**config.mk**
```make
export PLATFORM = sky130hd
export DESIGN_NAME = dmem_loader_flat
export DESIGN_NICKNAME = d
export VERILOG_FILES = /design/src/rtl/dmem_loader_if.sv /design/src/rtl/dmem_loader.sv /design/src/flat_wrapper.sv
export SDC_FILE = /design/constraint.sdc
export NUM_CORES = 1
export LEC_CHECK = 0
export BUFFER_PORTS_ARGS = -buffer_cell sky130_fd_sc_hd__buf_2
export CAP_MARGIN = 15
export CORE_MARGIN = 3
export CORE_UTILIZATION = 30
export DETAILED_ROUTE_END_ITERATION = 6
export HOLD_SLACK_MARGIN = 0.15
export SYNTH_ARGS = -nofsm -noshare
export SYNTH_HDL_FRONTEND = slang
export SYNTH_SLANG_ARGS = --single-unit
```
**constraint.sdc**
```tcl
create_clock -name clk -period 3.8 [get_ports clk]
set_clock_uncertainty 0.1 [all_clocks]
set_input_delay 0.19 -clock clk [delete_from_list [all_inputs] [get_ports clk]]
set_output_delay 0.19 -clock clk [all_outputs]
set_load 0.05 [all_outputs]
```
**src/rtl/dmem_loader_if.sv**
```systemverilog
// Shared bus bundle for dmem_loader: LOAD input stream, DUMP output stream,
// CPU-side memory request and the single data-memory port.
interface dmem_loader_if;
  logic        s_valid;
  logic [31:0] s_data;
  logic        s_ready;

  logic        m_valid;
  logic [31:0] m_data;
  logic        m_ready;

  logic        cpu_mem_write;
  logic        cpu_mem_read;
  logic [31:0] cpu_address;
  logic [31:0] cpu_write_data;
  logic [31:0] cpu_read_data;

  logic        mem_write;
  logic        mem_read;
  logic [31:0] mem_address;
  logic [31:0] mem_write_data;
  logic [31:0] mem_read_data;

  // The loader itself
  modport slave (
    input  s_valid, s_data,
    output s_ready,
    output m_valid, m_data,
    input  m_ready,
    input  cpu_mem_write, cpu_mem_read, cpu_address, cpu_write_data,
    output cpu_read_data,
    output mem_write, mem_read, mem_address, mem_write_data,
    input  mem_read_data
  );

  // Everything around it: stream endpoints, CPU and data memory
  modport master (
    output s_valid, s_data,
    input  s_ready,
    input  m_valid, m_data,
    output m_ready,
    output cpu_mem_write, cpu_mem_read, cpu_address, cpu_write_data,
    input  cpu_read_data,
    input  mem_write, mem_read, mem_address, mem_write_data,
    output mem_read_data
  );
endinterface

```
**src/rtl/dmem_loader.sv**
```systemverilog
// Bulk LOAD/DUMP engine muxed in front of the data memory; CPU passes straight through when idle.
// LOAD writes 1 word/cycle on s_valid; DUMP yields 1 word per 2 cycles, m_data held while m_ready is low.
module dmem_loader #(
  parameter logic [31:0] BASE_ADDR = 32'h1001_0000,
  parameter int unsigned DEPTH     = 4096
) (
  input  logic          clk,
  input  logic          rst_n,
  input  logic          start,
  input  logic          mode,
  input  logic [12:0]   count,
  input  logic          abort,
  dmem_loader_if.slave  bus,
  output logic          busy,
  output logic          done,
  output logic          cpu_stall
);

  typedef enum logic [2:0] {
    IDLE,
    LOAD,
    DUMP_FETCH,
    DUMP_WAIT,
    DONE
  } state_t;

  localparam logic [12:0] DEPTH_W = 13'(DEPTH);

  state_t      state_q, state_d;
  logic [12:0] idx_q, idx_d;
  logic [12:0] cnt_q, cnt_d;
  logic        m_valid_q, m_valid_d;
  logic [31:0] m_data_q, m_data_d;

  logic [12:0] count_clamped;
  logic        last_word;
  logic [31:0] word_addr;
  logic        active;

  assign count_clamped = (count > DEPTH_W) ? DEPTH_W : count;
  assign last_word     = (idx_q == cnt_q - 13'd1);
  assign word_addr     = BASE_ADDR + {17'd0, idx_q, 2'b00};
  assign active        = (state_q != IDLE);

  always_ff @(posedge clk or negedge rst_n) begin
    if (!rst_n) begin
      state_q   <= IDLE;
      idx_q     <= '0;
      cnt_q     <= '0;
      m_valid_q <= 1'b0;
      m_data_q  <= '0;
    end else begin
      state_q   <= state_d;
      idx_q     <= idx_d;
      cnt_q     <= cnt_d;
      m_valid_q <= m_valid_d;
      m_data_q  <= m_data_d;
    end
  end

  always_comb begin
    state_d   = state_q;
    idx_d     = idx_q;
    cnt_d     = cnt_q;
    m_valid_d = m_valid_q;
    m_data_d  = m_data_q;

    unique case (state_q)
      IDLE: begin
        if (start) begin
          cnt_d = count_clamped;
          idx_d = '0;
          if (count_clamped == 13'd0) state_d = DONE;
          else if (mode)              state_d = DUMP_FETCH;
          else                        state_d = LOAD;
        end
      end
      LOAD: begin
        if (bus.s_valid) begin
          idx_d = idx_q + 13'd1;
          if (last_word) state_d = DONE;
        end
      end
      DUMP_FETCH: begin
        m_data_d  = bus.mem_read_data;
        m_valid_d = 1'b1;
        state_d   = DUMP_WAIT;
      end
      DUMP_WAIT: begin
        if (bus.m_ready) begin
          m_valid_d = 1'b0;
          if (last_word) begin
            state_d = DONE;
          end else begin
            idx_d   = idx_q + 13'd1;
            state_d = DUMP_FETCH;
          end
        end
      end
      DONE: begin
        state_d = IDLE;
      end
      default: begin
        state_d = IDLE;
      end
    endcase

    // Abort overrides every transition; a LOAD write in this cycle still lands
    // because the memory strobe below is driven from the current state.
    if (active && abort) begin
      state_d   = IDLE;
      m_valid_d = 1'b0;
    end
  end

  always_comb begin
    busy      = active;
    cpu_stall = active;
    done      = (state_q == DONE);

    bus.s_ready = (state_q == LOAD);
    bus.m_valid = m_valid_q;
    bus.m_data  = m_data_q;

    if (!active) begin
      bus.mem_write      = bus.cpu_mem_write;
      bus.mem_read       = bus.cpu_mem_read;
      bus.mem_address    = bus.cpu_address;
      bus.mem_write_data = bus.cpu_write_data;
      bus.cpu_read_data  = bus.mem_read_data;
    end else begin
      bus.mem_write      = (state_q == LOAD) && bus.s_valid;
      bus.mem_read       = (state_q == DUMP_FETCH);
      bus.mem_address    = word_addr;
      bus.mem_write_data = bus.s_data;
      bus.cpu_read_data  = '0;
    end
  end

endmodule

```
**src/flat_wrapper.sv**
```systemverilog
// flat-port wrapper written by rule: the top's interface ports become plain ports
module dmem_loader_flat 
#(
  parameter logic [31:0] BASE_ADDR = 32'h1001_0000,
  parameter int unsigned DEPTH     = 4096
)
  (clk, rst_n, start, mode, count, abort, busy, done, cpu_stall, bus_s_valid, bus_s_data, bus_s_ready, bus_m_valid, bus_m_data, bus_m_ready, bus_cpu_mem_write, bus_cpu_mem_read, bus_cpu_address, bus_cpu_write_data, bus_cpu_read_data, bus_mem_write, bus_mem_read, bus_mem_address, bus_mem_write_data, bus_mem_read_data);
  dmem_loader_if bus_i ();
  input  logic clk;
  input  logic rst_n;
  input  logic start;
  input  logic mode;
  input  logic [12:0] count;
  input  logic abort;
  output logic busy;
  output logic done;
  output logic cpu_stall;
  input wire logic [$bits(bus_i.s_valid)-1:0] bus_s_valid;
  input wire logic [$bits(bus_i.s_data)-1:0] bus_s_data;
  output wire logic [$bits(bus_i.s_ready)-1:0] bus_s_ready;
  output wire logic [$bits(bus_i.m_valid)-1:0] bus_m_valid;
  output wire logic [$bits(bus_i.m_data)-1:0] bus_m_data;
  input wire logic [$bits(bus_i.m_ready)-1:0] bus_m_ready;
  input wire logic [$bits(bus_i.cpu_mem_write)-1:0] bus_cpu_mem_write;
  input wire logic [$bits(bus_i.cpu_mem_read)-1:0] bus_cpu_mem_read;
  input wire logic [$bits(bus_i.cpu_address)-1:0] bus_cpu_address;
  input wire logic [$bits(bus_i.cpu_write_data)-1:0] bus_cpu_write_data;
  output wire logic [$bits(bus_i.cpu_read_data)-1:0] bus_cpu_read_data;
  output wire logic [$bits(bus_i.mem_write)-1:0] bus_mem_write;
  output wire logic [$bits(bus_i.mem_read)-1:0] bus_mem_read;
  output wire logic [$bits(bus_i.mem_address)-1:0] bus_mem_address;
  output wire logic [$bits(bus_i.mem_write_data)-1:0] bus_mem_write_data;
  input wire logic [$bits(bus_i.mem_read_data)-1:0] bus_mem_read_data;
  assign bus_i.s_valid = bus_s_valid;
  assign bus_i.s_data = bus_s_data;
  assign bus_s_ready = bus_i.s_ready;
  assign bus_m_valid = bus_i.m_valid;
  assign bus_m_data = bus_i.m_data;
  assign bus_i.m_ready = bus_m_ready;
  assign bus_i.cpu_mem_write = bus_cpu_mem_write;
  assign bus_i.cpu_mem_read = bus_cpu_mem_read;
  assign bus_i.cpu_address = bus_cpu_address;
  assign bus_i.cpu_write_data = bus_cpu_write_data;
  assign bus_cpu_read_data = bus_i.cpu_read_data;
  assign bus_mem_write = bus_i.mem_write;
  assign bus_mem_read = bus_i.mem_read;
  assign bus_mem_address = bus_i.mem_address;
  assign bus_mem_write_data = bus_i.mem_write_data;
  assign bus_i.mem_read_data = bus_mem_read_data;
  dmem_loader #(.BASE_ADDR(BASE_ADDR), .DEPTH(DEPTH)) u_core (.clk(clk), .rst_n(rst_n), .start(start), .mode(mode), .count(count), .abort(abort), .bus(bus_i), .busy(busy), .done(done), .cpu_stall(cpu_stall));
endmodule
```
# Word-level counts from Yosys, hierarchy flattened

Index checks and enable logic that the tools add are counted.

Add/subtract/negate cells: 3
Reductions and logical operators: 11
Equality and inequality tests: 13
Magnitude comparators: 1
Multiplexer cells: 23

Operators with widths:

| kind                                                                    | count |
|---|---|
| 32-bit 2-to-1 mux                                                       | 3 |
| 13-bit 2-to-1 mux                                                       | 5 |
| 13-bit one-hot mux with 3 select lines                                  | 1 |
| 29-bit by 15-bit adder with 30-bit output, first input constant         | 1 |
| 3-bit 2-to-1 mux                                                        | 7 |
| 13-bit by 1-bit adder with 13-bit output, second input constant         | 1 |
| 13-bit equality test                                                    | 1 |
| 13-bit > comparator, second input constant                              | 1 |
| 13-bit zero test                                                        | 1 |
| 13-bit by 1-bit subtractor with 13-bit output, second input constant    | 1 |
| 3-bit one-hot mux with 4 select lines                                   | 1 |
| 3-bit by 2-bit inequality test with 1-bit output, second input constant | 3 |
| 3-bit nonzero test                                                      | 3 |
| 2-bit inequality test, second input constant                            | 4 |
| 3-bit by 2-bit equality test with 1-bit output, second input constant   | 2 |
| 5-bit AND reduction                                                     | 1 |
| 1-bit 2-to-1 mux                                                        | 4 |
| 2-bit AND reduction                                                     | 2 |
| 4-bit AND reduction                                                     | 1 |
| 3-bit by 1-bit equality test with 1-bit output, second input constant   | 1 |
| 3-bit equality test, second input constant                              | 1 |
| 3-bit zero test                                                         | 1 |
| 3-bit by 1-bit inequality test with 1-bit output, second input constant | 1 |
| 1-bit logical AND                                                       | 2 |
| other kinds (2)                                                         | 2 |

Output and inout bits: 135
Input port bits: 150
Bits in registers: 62
Logic and storage cells: 56

# Logic depth before layout (Yosys ltp)

Depth in word-level cells: 7
Depth in mapped cells: 11
Mapped depth without buffers: 10

# Least setup slack after synthesis

OpenSTA, ideal clock, no wires.

Kind: reg2reg
Start point: register u_core.cnt_q[0]
End point: register u_core.idx_q[11]
Period minus slack after synthesis: 2.975 ns
Data required time: 3.621 ns
Path buffers: 1
Path slack: 0.825 ns
Stages on the path, launching flop included: 12
Arrival: 2.795 ns
Cell sequence: dfrtp_1 -> inv_1 -> ha_1 -> or3b_1 -> or4_4 -> nor4_1 -> a311oi_1 -> a211oi_4 -> o21ai_2 -> buf_2 -> nand3_1 -> mux2i_1

Word-level cells in the longest chain between the ends: 4

RTL lines:

| what                                          | line              | RTL |
|---|---|---|
| start, declared                               | dmem_loader.sv:31 | `logic [12:0] cnt_q, cnt_d;` |
| start signal, assigned                        | dmem_loader.sv:55 | `cnt_q <= cnt_d;` |
| 13-bit by 1-bit subtractor with 13-bit output | dmem_loader.sv:41 | `assign last_word = (idx_q == cnt_q - 13'd1);` |
| 13-bit equality test                          | dmem_loader.sv:41 |  |
| 2-bit inequality test (no line)               | n/a               |  |
| 5-bit AND reduction (no line)                 | n/a               |  |
| end signal, assigned                          | dmem_loader.sv:54 | `idx_q <= idx_d;` |
| end, declared                                 | dmem_loader.sv:30 | `logic [12:0] idx_q, idx_d;` |

Every way passes these cells.
A chain may end at the register's enable or synchronous reset.

# Worst setup path after layout

Start point: register u_core.cnt_q[0]
End point: register u_core.state_q[1]

Word-level cells in the longest chain between the ends: 6
Elaborated cells on any way between the ends: 8
Classes of those cells: add/sub: 1; eq/ne: 2; mux: 4; reduce/logical: 1

RTL lines:

| what                                            | line               | RTL |
|---|---|---|
| 13-bit by 1-bit subtractor with 13-bit output * | dmem_loader.sv:41  |  |
| 13-bit equality test *                          | dmem_loader.sv:41  |  |
| 3-bit 2-to-1 mux                                | dmem_loader.sv:92  | `if (last_word) begin` |
| 3-bit 2-to-1 mux                                | dmem_loader.sv:90  | `if (bus.m_ready) begin` |
| 3-bit one-hot mux with 4 select lines           | dmem_loader.sv:68  | `unique case (state_q)` |
| 3-bit 2-to-1 mux                                | dmem_loader.sv:110 | `if (active && abort) begin` |
| end signal, assigned                            | dmem_loader.sv:53  | `state_q <= state_d;` |
| end, declared                                   | dmem_loader.sv:29  | `state_t state_q, state_d;` |

Every way passes the cells marked *; elsewhere a longest branch is shown, timed or not. The select of a mux whose other input is x is not followed.

==> report_table.html <==
<table>
<tr><th>Metric</th><th>Value</th></tr>
<tr><th colspan="2">Outcome</th></tr>
<tr><td>Run status</td><td>finished, final reports clean</td></tr>
<tr><th colspan="2">Critical path</th></tr>
<tr><td>Crit-path leading delay family</td><td>simple AND/OR/NAND/NOR gates</td></tr>
<tr><td>Arrival time worst endpoint</td><td>3620 ps</td></tr>
<tr><td>WP data required</td><td>3920 ps</td></tr>
<tr><td>Worst path bufs/invs</td><td>2</td></tr>
<tr><td>R2r setup slk</td><td>300 ps</td></tr>
<tr><td>Setup crit end kind</td><td>flip-flop</td></tr>
<tr><td>Largest stage delay on the critical path</td><td>~560 ps</td></tr>
<tr><td>Worst path slowest cell</td><td>sky130_fd_sc_hd__dlygate4sd3_1</td></tr>
<tr><td>Worst-path fanout max</td><td>5</td></tr>
<tr><td>Nature of the critical path startpoint</td><td>flip-flop</td></tr>
<tr><td>Critical path type</td><td>reg -&gt; reg</td></tr>
<tr><td>Crit path cell chain</td><td>inv_1 &gt; ha_1 &gt; or3b_1 &gt; or4_4 &gt; nor4_1 &gt; a311oi_1 &gt; a211oi_4 &gt; nand2_1 &gt; nand4b_1 &gt; dlygate4sd3_1 &gt; o21ai_1</td></tr>
<tr><th colspan="2">Power and ir drop</th></tr>
<tr><td>Static power due to leakage</td><td>3.42 nW</td></tr>
<tr><td>Worst IR Drop VDD</td><td>approximately 0.00083 V</td></tr>
<tr><td>Total power after layout</td><td>6.99 mW</td></tr>
<tr><td>Power density over the cells</td><td>1070 nW/um2</td></tr>
<tr><th colspan="2">Routing</th></tr>
<tr><td>Total vias in the final route</td><td>4,661</td></tr>
<tr><td>Router iterations before antenna repair</td><td>5</td></tr>
<tr><td>DR DRC count</td><td>0</td></tr>
<tr><td>Average wire length per cell after detail routing</td><td>14.7 um</td></tr>
<tr><td>First-iteration detailed-routing DRC count</td><td>a little under 300</td></tr>
<tr><td>Final antenna-violating net count</td><td>0</td></tr>
<tr><td>Overall routed net length</td><td>14,800 um</td></tr>
<tr><td>DR vias/cell</td><td>4.62</td></tr>
<tr><th colspan="2">Worst hold path</th></tr>
<tr><td>Classification of the worst-slack hold path</td><td>in -&gt; reg</td></tr>
<tr><th colspan="2">Floorplan</th></tr>
<tr><td>Number of top-level design ports</td><td>285</td></tr>
<tr><td>Initial core utilization</td><td>0.311</td></tr>
<tr><td>Count of standard-cell rows</td><td>42</td></tr>
<tr><td>Std-Cell Core Area</td><td>between 10,000 and 15,000 um2</td></tr>
<tr><td>Vertical die dimension</td><td>124 um</td></tr>
<tr><td>Die Width</td><td>124 um</td></tr>
<tr><td>Die outline area</td><td>between 15,000 and 20,000 um2</td></tr>
<tr><th colspan="2">Timing</th></tr>
<tr><td>Tightest slew margin relative to the limit</td><td>0.435</td></tr>
<tr><td>Number of hold-slack violations in the final timing report</td><td>0</td></tr>
<tr><td>Final worst-path cycle share</td><td>0.922</td></tr>
<tr><td>Tightest Pin Transition</td><td>848 ps</td></tr>
<tr><td>Count of final max-slew check failures</td><td>0</td></tr>
<tr><td>Hold slack</td><td>177 ps</td></tr>
<tr><td>Unrepaired setup endpoints after global routing</td><td>false</td></tr>
<tr><td>F_max</td><td>approximately 290 MHz</td></tr>
<tr><td>Minimum period implied by the final worst setup slack</td><td>3500 ps</td></tr>
<tr><td>PnR worst setup slack</td><td>296 ps</td></tr>
<tr><td>Total negative setup slack</td><td>0 ps</td></tr>
<tr><td>Setup violators final</td><td>0</td></tr>
<tr><th colspan="2">Yosys</th></tr>
<tr><td>Number of enable flip-flop cells after synthesis</td><td>0</td></tr>
<tr><td>Fraction of the yosys area taken by sequential cells</td><td>0.372</td></tr>
<tr><td>Proportion of synthesized flip-flops having asynchronous set or reset</td><td>1.00</td></tr>
<tr><td>Post-Syn Area per Cell</td><td>8.19 um2</td></tr>
<tr><td>Warnings from Yosys</td><td>0</td></tr>
<tr><td>Mapped Cells</td><td>a little over 500</td></tr>
<tr><td>Main synth FF type</td><td>sky130_fd_sc_hd__dfrtp_1</td></tr>
<tr><td>Net count after synthesis</td><td>661</td></tr>
<tr><td>Synth Cell Area</td><td>between 4000 and 5000 um2</td></tr>
<tr><td>Synthesized flop and latch total</td><td>62</td></tr>
<tr><td>Unique masters post-synth</td><td>59</td></tr>
<tr><th colspan="2">Clock network</th></tr>
<tr><td>Resize count post-CTS</td><td>0</td></tr>
<tr><td>TritonCTS clock tree</td><td>done</td></tr>
<tr><td>Root cell of the clock tree</td><td>sky130_fd_sc_hd__clkbuf_16</td></tr>
<tr><td>Clk_lat worst skew</td><td>330 ps</td></tr>
<tr><td>Number of buffers created by CTS</td><td>9</td></tr>
<tr><td>Post-CTS setup buffer count</td><td>0</td></tr>
<tr><td>Clock transition at path regs</td><td>60 ps</td></tr>
<tr><td>Clock sink total</td><td>62</td></tr>
<tr><td>Clock buffer depth</td><td>2</td></tr>
<tr><td>CTS H-Tree Depth</td><td>3</td></tr>
<tr><th colspan="2">Global route</th></tr>
<tr><td>Gr ovfl total</td><td>0</td></tr>
<tr><td>Wire length of the first global-routing pass</td><td>22,700 um</td></tr>
<tr><td>Antenna violations before repair</td><td>0</td></tr>
<tr><td>Overall global routing resource usage</td><td>0.187</td></tr>
<tr><td>Largest net degree at the start of global routing</td><td>53</td></tr>
<tr><td>Number of global-route vias before repair</td><td>4,436</td></tr>
<tr><th colspan="2">Cells and area</th></tr>
<tr><td>Signed area change from the synthesized netlist to the final layout</td><td>56.0%</td></tr>
<tr><td>Total number of nets in the final design</td><td>just under 1,000</td></tr>
<tr><td>Area taken by multi-input logic gates</td><td>2420 um2</td></tr>
<tr><td>Number of filler cells placed in the layout</td><td>1,321</td></tr>
<tr><td>FF+latch area</td><td>1550 um2</td></tr>
<tr><td>Share of cells above drive strength 1</td><td>0.427</td></tr>
<tr><td>Final cell area excluding filler cells</td><td>about 6500 um2</td></tr>
<tr><td>Number of inserted diodes</td><td>0</td></tr>
<tr><th colspan="2">Placed design</th></tr>
<tr><td>Dpl hpwl</td><td>10,800 um</td></tr>
<tr><td>Weighted congestion at the end of routability-driven global placement</td><td>0.829</td></tr>
<tr><td>Placed Instance Area</td><td>5700 um2</td></tr>
<tr><td>Port-buffer cells</td><td>284</td></tr>
<tr><td>Post-Place Setup Slack</td><td>504 ps</td></tr>
<tr><th colspan="2">Flow run</th></tr>
<tr><td>Max-cap violation count</td><td>0</td></tr>
</table>
==> state kept, by name, summed over array words and instances, names as in the netlist <==
| register | count |
|---|---|
| u_core.bus.m_data | 32 |
| u_core.cnt_q | 13 |
| u_core.idx_q | 13 |
| u_core.state_q | 3 |
| u_core.bus.m_valid | 1 |
==> cells in the final DEF, fill, tap and decap left out, types with 4 or more instances in the layout <==
cell type,count
sky130_fd_sc_hd__clkbuf_16,9
sky130_fd_sc_hd__nand2b_1,8
sky130_fd_sc_hd__xnor2_1,8
sky130_fd_sc_hd__or3_1,6
sky130_fd_sc_hd__buf_2,284
sky130_fd_sc_hd__dlygate4sd3_1,49
sky130_fd_sc_hd__buf_4,8
sky130_fd_sc_hd__nor4_1,11
sky130_fd_sc_hd__nand3_1,12
sky130_fd_sc_hd__nand2_1,162
sky130_fd_sc_hd__nor2_1,17
sky130_fd_sc_hd__o21ai_0,11
sky130_fd_sc_hd__mux2_2,32
sky130_fd_sc_hd__nor3_1,4
sky130_fd_sc_hd__dfrtp_1,62
sky130_fd_sc_hd__a22o_1,10
sky130_fd_sc_hd__mux2i_1,6
sky130_fd_sc_hd__and2_1,50
sky130_fd_sc_hd__a21oi_1,10
sky130_fd_sc_hd__inv_1,7
==> layout make-up <==
| type | instances | share of cell area |
|---|---|---|
| Multi-Input combinational cell | 405 | 0.372 |
| Inverter | 8 | 0.00462 |
| Clock buffer | 10 | 0.0368 |
| Clock inverter | 6 | 0.0108 |
| Sequential cell | 62 | 0.239 |
| Timing Repair Buffer | 341 | 0.303 |
| Tap cell | 176 | 0.0339 |
==> routing by layer <==
layer  GRT usage  up-vias  part of all wire
met1       0.255     2133              0.44
li1            -     2357                 -
met5           0        -                 0
met2       0.293      156              0.48
met3      0.0518       15             0.066
met4      0.0519        0             0.013
==> tightest hold or removal path: stages <==
cell	delay, ps
sky130_fd_sc_hd__buf_2	110
sky130_fd_sc_hd__nand2_1	50
sky130_fd_sc_hd__nor2_1	40
sky130_fd_sc_hd__a21oi_1	120
sky130_fd_sc_hd__o21ai_1	60
==> cell usage after synthesis, types with 2 or more instances <==
cell type	n	area, um2
sky130_fd_sc_hd__inv_1	7	26.3
sky130_fd_sc_hd__o211ai_1	2	15.0
sky130_fd_sc_hd__nand2b_1	8	50.1
sky130_fd_sc_hd__and3_1	2	12.5
sky130_fd_sc_hd__a31o_2	2	17.5
sky130_fd_sc_hd__o31a_2	2	20.0
sky130_fd_sc_hd__buf_6	4	45.0
sky130_fd_sc_hd__nand3_1	12	60.1
sky130_fd_sc_hd__a211o_1	3	26.3
sky130_fd_sc_hd__ha_1	2	25.0
sky130_fd_sc_hd__xnor2_1	8	70.1
sky130_fd_sc_hd__nor3b_1	3	22.5
sky130_fd_sc_hd__buf_2	2	10.0
sky130_fd_sc_hd__nor4_1	11	68.8
sky130_fd_sc_hd__nand2_1	162	608
sky130_fd_sc_hd__mux2i_1	6	60.1
sky130_fd_sc_hd__a21oi_1	10	50.1
sky130_fd_sc_hd__a22o_1	10	87.6
sky130_fd_sc_hd__clkbuf_1	25	93.8
sky130_fd_sc_hd__o21ai_0	11	55.1
sky130_fd_sc_hd__nor3_1	6	30.0
sky130_fd_sc_hd__mux2_2	32	360
sky130_fd_sc_hd__nor2b_1	3	18.8
sky130_fd_sc_hd__nor2_1	17	63.8
sky130_fd_sc_hd__nand4_1	3	18.8
sky130_fd_sc_hd__o31ai_1	2	15.0
sky130_fd_sc_hd__xor2_1	3	26.3
sky130_fd_sc_hd__nand3b_1	3	22.5
sky130_fd_sc_hd__dfrtp_1	62	1550
sky130_fd_sc_hd__and2_1	50	313
sky130_fd_sc_hd__buf_4	2	15.0
sky130_fd_sc_hd__or3_1	6	37.5
sky130_fd_sc_hd__a21o_1	2	15.0
==> worst paths after layout <==
check	startpoint	cells past startpoint	end
setup / recovery	u_core.cnt_q[0]	11	u_core.state_q[1]
hold / removal	mode	5	u_core.state_q[1]
setup reg to reg	u_core.cnt_q[0]	11	u_core.state_q[1]
hold reg to reg	u_core.bus.m_data[31]	1	u_core.bus.m_data[31]
max in group asynchronous	rst_n	3	u_core.bus.m_data[17]
min in group asynchronous	rst_n	2	u_core.cnt_q[10]
==> report_power, final <==
part	internal [mW]	switching, mW	total [mW]
Combinational	1.27	3.72	5.00
Clock	0.528	0.319	0.847
Sequential	0.917	0.228	1.14
Total	2.72	4.27	6.99
==> stage by stage <==
| step | utilization | cells |
|---|---|---|
| floorplan | - | 509 |
| global placement | 0.425 | 943 |
| detailed placement | 0.425 | 943 |
| CTS | 0.485 | 1008 |
| global route | 0.485 | 1008 |
| finish | 0.485 | 1008 |
==> cells by family (layout without fill, tap and decap cells) <==
group                      count (synthesis)  count (layout)  synth area share
muxes                                     39              39             0.104
buffers and inverters                     42             365            0.0498
and+or+nand+nor                          294             294             0.336
DFF                                       62              62             0.372
adders and majority gates                  2               2           0.00601
xor gates and xnor gates                  11              11            0.0231
AOI/OAI and AO/OA                         59              59             0.109
==> repair_timing <==
action	4_1_cts	5_1_grt
endpoints found under the setup margin	0	0
hold buffers	49	0
endpoints found under the hold margin	81	0
Note: power is estimated with default switching activity, not from simulation.
